## config.mk

```make
export PLATFORM = sky130hd
export DESIGN_NAME = ofifo_flat
export DESIGN_NICKNAME = d
export VERILOG_FILES = /design/src/rtl/ofifo_if.sv /design/src/rtl/ofifo.sv /design/src/flat_wrapper.sv
export SDC_FILE = /design/constraint.sdc
export NUM_CORES = 2
export LEC_CHECK = 0
export BUFFER_PORTS_ARGS = -buffer_cell sky130_fd_sc_hd__buf_2
export CAP_MARGIN = 40
export CORE_ASPECT_RATIO = 0.7
export CORE_MARGIN = 2
export CORE_UTILIZATION = 60
export CTS_CLUSTER_SIZE = 12
export DETAILED_ROUTE_END_ITERATION = 10
export GPL_TIMING_DRIVEN = 0
export PLACE_DENSITY = 0.77
export REMOVE_ABC_BUFFERS = 1
export SYNTH_ARGS = -nofsm -noshare
export SYNTH_HDL_FRONTEND = slang
export SYNTH_SLANG_ARGS = --single-unit
```

## constraint.sdc

```tcl
create_clock -name clk -period 5.6 [get_ports clk]
set_input_delay 0.56 -clock clk [delete_from_list [all_inputs] [get_ports clk]]
set_output_delay 0.56 -clock clk [all_outputs]
set_load 0.01 [all_outputs]
```

## src/rtl/ofifo_if.sv

```systemverilog
// Column-psum bus between the mac_row array, ofifo and its reader; o_err exists only under OFIFO_ERR_FLAG_EN.
// master drives psums, write strobes and pops; slave (the FIFO) returns the head row and flags.
interface ofifo_if #(
  parameter int col     = 8,
  parameter int psum_bw = 16
);
  logic [col*psum_bw-1:0] in;
  logic [col-1:0]         wr;
  logic                   rd;
  logic [col*psum_bw-1:0] out;
  logic                   o_full;
  logic                   o_empty;
  logic                   o_valid;
`ifdef OFIFO_ERR_FLAG_EN
  logic                   o_err;

  modport master (output in, wr, rd, input out, o_full, o_empty, o_valid, o_err);
  modport slave  (input in, wr, rd, output out, o_full, o_empty, o_valid, o_err);
`else
  modport master (output in, wr, rd, input out, o_full, o_empty, o_valid);
  modport slave  (input in, wr, rd, output out, o_full, o_empty, o_valid);
`endif
endinterface

```

## src/rtl/ofifo.sv

```systemverilog
// Per-column FWFT psum FIFOs with an aligned row pop; write visible one edge later, full columns drop writes.
// Optional sticky overflow/underflow flag o_err under OFIFO_ERR_FLAG_EN.
module ofifo #(
  parameter int col     = 8,
  parameter int psum_bw = 16,
  parameter int depth   = 16
) (
  input logic   clk,
  input logic   reset,
  ofifo_if.slave bus
);
  localparam int AW = $clog2(depth);
  localparam int PW = AW + 1;

  logic [psum_bw-1:0] mem_q [col][depth];
  logic [PW-1:0]      wptr_q [col];
  logic [PW-1:0]      wptr_d [col];
  logic [PW-1:0]      rptr_q [col];
  logic [PW-1:0]      rptr_d [col];
  logic [col-1:0]     full_vec;
  logic [col-1:0]     empty_vec;
  logic [col-1:0]     wr_ok;
  logic               valid_all;
  logic               pop;
  logic [col*psum_bw-1:0] out_row;

  // Count is wptr - rptr modulo 2*depth; the extra pointer bit separates full from empty.
  always_comb begin
    for (int i = 0; i < col; i++) begin
      full_vec[i]  = ((wptr_q[i] - rptr_q[i]) == PW'(depth));
      empty_vec[i] = (wptr_q[i] == rptr_q[i]);
    end
  end

  assign valid_all = ~|empty_vec;
  assign pop       = bus.rd & valid_all;
  assign wr_ok     = bus.wr & ~full_vec;

  always_comb begin
    for (int i = 0; i < col; i++) begin
      wptr_d[i] = wr_ok[i] ? wptr_q[i] + PW'(1) : wptr_q[i];
      rptr_d[i] = pop      ? rptr_q[i] + PW'(1) : rptr_q[i];
    end
  end

  always_ff @(posedge clk or posedge reset) begin
    if (reset) begin
      for (int i = 0; i < col; i++) begin
        wptr_q[i] <= '0;
        rptr_q[i] <= '0;
      end
    end else begin
      wptr_q <= wptr_d;
      rptr_q <= rptr_d;
    end
  end

  // Storage deliberately has no reset.
  always_ff @(posedge clk) begin
    for (int i = 0; i < col; i++) begin
      if (wr_ok[i]) mem_q[i][wptr_q[i][AW-1:0]] <= bus.in[i*psum_bw +: psum_bw];
    end
  end

  always_comb begin
    out_row = '0;
    if (valid_all) begin
      for (int i = 0; i < col; i++) begin
        out_row[i*psum_bw +: psum_bw] = mem_q[i][rptr_q[i][AW-1:0]];
      end
    end
  end

  assign bus.out     = out_row;
  assign bus.o_full  = |full_vec;
  assign bus.o_empty = &empty_vec;
  assign bus.o_valid = valid_all;

`ifdef OFIFO_ERR_FLAG_EN
  logic err_q;
  logic err_d;

  assign err_d = err_q | (|(bus.wr & full_vec)) | (bus.rd & ~valid_all);

  always_ff @(posedge clk or posedge reset) begin
    if (reset) err_q <= 1'b0;
    else       err_q <= err_d;
  end

  assign bus.o_err = err_q;
`endif
endmodule

```

## src/flat_wrapper.sv

```systemverilog
// flat-port wrapper written by rule: the top's interface ports become plain ports
module ofifo_flat 
#(
  parameter int col     = 8,
  parameter int psum_bw = 16,
  parameter int depth   = 16
)
  (clk, reset, bus_in, bus_wr, bus_rd, bus_out, bus_o_full, bus_o_empty, bus_o_valid);
  ofifo_if #(.col(col), .psum_bw(psum_bw)) bus_i ();
  input logic clk;
  input logic reset;
  input wire logic [$bits(bus_i.in)-1:0] bus_in;
  input wire logic [$bits(bus_i.wr)-1:0] bus_wr;
  input wire logic [$bits(bus_i.rd)-1:0] bus_rd;
  output wire logic [$bits(bus_i.out)-1:0] bus_out;
  output wire logic [$bits(bus_i.o_full)-1:0] bus_o_full;
  output wire logic [$bits(bus_i.o_empty)-1:0] bus_o_empty;
  output wire logic [$bits(bus_i.o_valid)-1:0] bus_o_valid;
  assign bus_i.in = bus_in;
  assign bus_i.wr = bus_wr;
  assign bus_i.rd = bus_rd;
  assign bus_out = bus_i.out;
  assign bus_o_full = bus_i.o_full;
  assign bus_o_empty = bus_i.o_empty;
  assign bus_o_valid = bus_i.o_valid;
  ofifo #(.col(col), .psum_bw(psum_bw), .depth(depth)) u_core (.clk(clk), .reset(reset), .bus(bus_i));
endmodule
```

* Yosys cells after proc, flatten, opt, wreduce, memory -nomap -nowiden
Memory sizes are Yosys's and may differ from the RTL's.
Index checks and enable logic that the tools add are counted.
** Cells by class
- $add $sub $neg :: 24
- $lt $le $gt $ge :: 24
- Equal/unequal tests :: 16
- Muxes and demuxes :: 57
- Bitwise gates (word level) :: 19
- Reductions and logical operators :: 12
** Operators with widths (number)
- 256-bit 2-to-1 mux :: 8
- 16-bit binary-select mux with 4-bit select :: 8
- 16-bit demux with 4-bit select :: 8
- 16-bit 2-to-1 mux :: 24
- 128-bit 2-to-1 mux :: 1
- 5-bit by 1-bit adder with 5-bit output (second input constant) :: 16
- 5-bit >= comparator (second input constant) :: 16
- 4-bit inverter with 5-bit output :: 16
- 5-bit equality test :: 8
- 5-bit equality test (second input constant) :: 8
- 5-bit by 1-bit < comparator with 1-bit output (second input constant) :: 8
- 5-bit subtractor :: 8
- 8-bit OR reduction :: 2
- 8-bit bitwise AND :: 1
- 1-bit logical AND :: 8
- 1-bit 2-to-1 mux :: 8
- 8-bit inverter :: 1
- 8-bit AND reduction :: 1
- 1-bit bitwise AND :: 1
- 1-bit zero test :: 1
** Word-level totals
- Register bits :: 80
- Bits in writable memories :: 2048
- Word-level logic and storage cells :: 169
- Memories kept :: 1
** Memories
- u_core.mem_q :: words 8, bits a word 256, read ports 8, clocked after Yosys merged registers in 0, write ports 8, line ofifo.sv:15 : logic [psum_bw-1:0] mem_q [col][depth];

* Longest topological paths before layout
- Depth in word-level cells :: 6
- Gate-level depth with buffers :: 12
- Depth with buffers taken out :: 8

* Least setup slack after synthesis
No wires, ideal clock.
- Kind :: register -> register
- Start point :: register u_core.rptr_q[31] in the netlist's numbering
- End point :: memory u_core.mem_q[0][464] in the netlist's numbering (enable)
- Library setup time :: 409 ps
- Arrival time :: 3859 ps
- Data required time :: 5191 ps
- Path slack :: 1331 ps
- Cell stages (with the launch flop) :: 12
- Period minus slack after synthesis :: 4269 ps
- Cell sequence :: dfrtp_1 clkbuf_1 clkbuf_1 inv_1 ha_1 nor2b_1 o211ai_1 mux2_2 a21boi_1 buf_2 nand2_1 nor3_1
** RTL lines
- start: declaration :: line ofifo.sv:18 : logic [PW-1:0] rptr_q [col];
- start signal: assignment :: line ofifo.sv:54 : rptr_q <= rptr_d;
- end: declaration :: line ofifo.sv:15

* Worst setup path after layout
- Start point :: register u_core.rptr_q[35] in the netlist's numbering
- End point :: output port bus_out[78]
** On the way
- Longest elaborated chain between the ends :: 3
** Ends and longest elaborated chain
- 5-bit equality test :: line ofifo.sv:31 : empty_vec[i] = (wptr_q[i] == rptr_q[i]);
- 8-bit OR reduction :: line ofifo.sv:35 : assign valid_all = ~|empty_vec;
- 128-bit 2-to-1 mux :: line ofifo.sv:67 : if (valid_all) begin
- end: declaration :: line flat_wrapper.sv:15 : output wire logic [$bits(bus_i.out)-1:0] bus_out;
No other way between the ends.

==> results.cfg <==
[run_status]
outcome = finished clean

[logic_synthesis]
synth_common_cells = edfxtp_1 (2048), mux4_2 (640), nor2b_1 (139)
yosysTopAreaCell = edfxtp_1
yosysSeqAreaShare_pct = 76.2
async_flop_share_pct = 3.76
yosysWarnings = 0
syn_inst = 3630
synth-main-ff-cell = edfxtp_1
synth.most_common_cell = edfxtp_1
syn_avg_cell_area_sq_um = 22.9
synth_edf_count = 2048
ys_types = 47
yosysTopAreaCellShare_pct = 73.8
syn-cell-area_sq_um = 83300
synth_seq_cells = 2128
ys_top_cells_by_area = edfxtp_1 (74%), mux4_2 (17%), dfrtp_1 (2.4%), ha_1 (1.1%), nor2b_1 (1.0%)

[cells_and_area]
area_growth_pct = 14.9
fin_area_sq_um = 95700
drive_above_1_share_pct = 34.2
multi_input_area_sq_um = 19100
seqCellArea_sq_um = 63600
fin_nets = 4325
nFillCells = 8043

[worst_hold_path]
worstHoldStart = bus_wr[5]
hold_depth = 3
hold_end = u_core.wptr_q[10]$_DFFE_PP0P_
hold_path.class = in -> reg

[route]
drc = 0
vias = 38888
via_per_inst = 6.38
firstDrtPassIters = 7
ant_nets = 0
drtIter0Drc = 3825
post_drt_wl_per_cell_um = 29.6
wl_met3_mm = 11.3
drt-met1-wl_mm = 70.1
wl_mm = 181
maxUsedRoutingLayer = met5
dr_wl_met2_mm = 94.0

[setup_path]
arrival_ns = 4.43
cpMostUsedCell = buf_16
reg2regPathDepth = 10
path_class = reg -> out
startpoint_type = register
worst-path-buf-inv = 3
reg2reg_setup_slack_ns = 1.18
rr_startpoint = u_core.rptr_q[35]$_DFFE_PP0P_
crit_slowest_cell = dfrtp_4
rr_endpoint = u_core.rptr_q[13]$_DFFE_PP0P_
cp-end-kind = output port
crit_required_ns = 5.04
crit_path_max_incr_delay_ns = 0.95
startpoint = u_core.rptr_q[35]$_DFFE_PP0P_
cpLargestDelayFamily = simple AND/OR/NAND/NOR gates
path_cells = buf_16 > ha_1 > nand4_1 > o32ai_1 > or4_4 > buf_16 > nor2b_1 > buf_2
cp_max_fo = 39

[global_routing]
grt_pass1_vias = 40546
grt_max_degree = 59
grt_usage_pct = 25.8
grt_pass1_wl_mm = 267
antenna_found_initial = 34
gr-total-overflow = 0

[job]
max-cap-violations = 0

[die]
die_area_sq_um = 142000
initial_utilization_pct = 60.4
core_sq_um = 138000
pin_count = 270
chipHeight_um = 316
core.rowCount = 114
die_width_um = 449

[timing]
hold_viol_final = 0
timing.final.ws_setup_ns = 0.612
fmax_ghz = 0.200
min_period_over_period_pct = 89.1
setup_viol = 0
fin_tns_setup_ns = 0
rsz0062_at_grt = no
final_max_slew_viol_count = 0
tightest_slew_ns = 0.885
timing.final.crit_period_ns = 4.99
slew_headroom_pct = 40.9
fin_skew_ns = 0.0302

[power]
leakagePower_nw = 31.2
switching_share_pct = 32.4
cellInternalPower_w = 0.0350
p_per_area_nw_per_um2 = 541
power_switching_w = 0.0168
clock_power_share_pct = 23.5
power_frac_seq_pct = 40.6
ir_drop_mv = 0.643
comb_power_share_pct = 35.9

[cts]
post_cts_buffers = 0
ctsResizeCount = 0
numCtsBuffers = 199
cts_root_buffer = clkbuf_16
cts.sinks = 2128
clockBufferDepth = 3
clock_latency_ns = 0.83
hold_buffers = 1
htree_levels = 4
clkSlewWorstSetupHoldPaths_ns = 0.06
cts_tree = yes

[placed_design]
io_buffers = 269
placed_area_sq_um = 90000
gp_congestion = 0.732
place_hpwl_mm = 109
place_ws_ns = 1.14
## sequential cells by signal, indices dropped and copies added (netlist names)
| signal | flops |
|---|---|
| u_core.mem_q | 2048 |
| u_core.wptr_q | 40 |
| u_core.rptr_q | 40 |
## final cells by class
class / count / area share, %
sequential: 2128 / 66.4
antenna: 16 / 0.0418
clock buffer: 294 / 5.71
timing repair buffer: 460 / 5.03
tap: 1856 / 2.43
inverter: 51 / 0.203
multi-input combinational: 1274 / 20.0
clock inverter: 15 / 0.186
## metrics by stage
step / std cells / util (%) / total power (W) / hold slack, ns
after floorplan: 3453 / - / 0.0323 / 0.460
after global placement: 5578 / 62.5 / 0.0380 / 0.474
after detailed placement: 5768 / 65.2 / 0.0399 / 0.476
after CTS: 6078 / 69.3 / 0.0523 / 0.0246
after global routing: 6090 / 69.4 / 0.0539 / 0.0769
final: 6094 / 69.4 / 0.0517 / 0.105
## worst max path at each step
stage	cells after the start	slack, ns	end
2_1_floorplan	7	-0.32	u_core.mem_q[0][448]$_DFFE_PP_
3_3_place_gp	7	-2.91	u_core.mem_q[1][961]$_DFFE_PP_
3_5_place_dp	10	1.14	u_core.rptr_q[8]$_DFFE_PP0P_
4_1_cts	8	0.44	bus_out[74]
5_1_grt	8	0.29	bus_out[78]
6_report	8	0.61	bus_out[78]
## placed cells by master (no fill, tap or decap), types with 26 or more instances in the layout
cell type,n
edfxtp_1,2048
mux4_2,640
buf_2,269
clkbuf_16,202
nor2b_1,139
clkbuf_1,86
ha_1,72
buf_16,68
dfrtp_1,64
nand2_1,58
buf_8,57
nor2_2,52
xnor2_1,49
and3_1,47
buf_6,44
inv_1,42
nand4_1,34
nor3_2,28
xor2_1,26
## worst reg2reg max path: cells and delay by family, from the launching register on
kind            cells  cell delay [ns]
buf+inv             3             0.96
compound gates      1             0.12
flops               1             0.95
simple gates        4             1.78
xor+xnor            1             0.20
fa+ha+maj           1             0.32
## routing by layer
| layer | up-vias | global-route usage (%) |
|---|---|---|
| met5 | - | 0 |
| met4 | 24 | 9.06 |
| met3 | 303 | 3.86 |
| met2 | 1646 | 43.6 |
| met1 | 20699 | 35.2 |
| li1 | 16216 | - |
## power by group through the flow
stage / Clock [W] / Combinational [W] / Sequential [W]
3_3_place_gp: 0 / 0.0154 / 0.0225
4_1_cts: 0.0124 / 0.0188 / 0.0210
5_1_grt: 0.0130 / 0.0197 / 0.0212
2_1_floorplan: 0 / 0.0108 / 0.0216
6_report: 0.0122 / 0.0185 / 0.0210
3_5_place_dp: 0 / 0.0186 / 0.0213
## cells by family (layout without fill, tap and decap cells)
| kind of cell | after synthesis | after routing | share of synthesized area (%) |
|---|---|---|---|
| adders and majority gates | 72 | 72 | 1.08 |
| buffers and inverters | 228 | 820 | 1.13 |
| and+or+nand+nor | 418 | 418 | 2.76 |
| other | 0 | 16 | 0 |
| muxes | 643 | 643 | 17.3 |
| AOI/OAI and AO/OA | 56 | 56 | 0.433 |
| DFF | 2128 | 2128 | 76.2 |
| xor gates and xnor gates | 85 | 85 | 1.01 |
(Power assumes the default switching activity.)
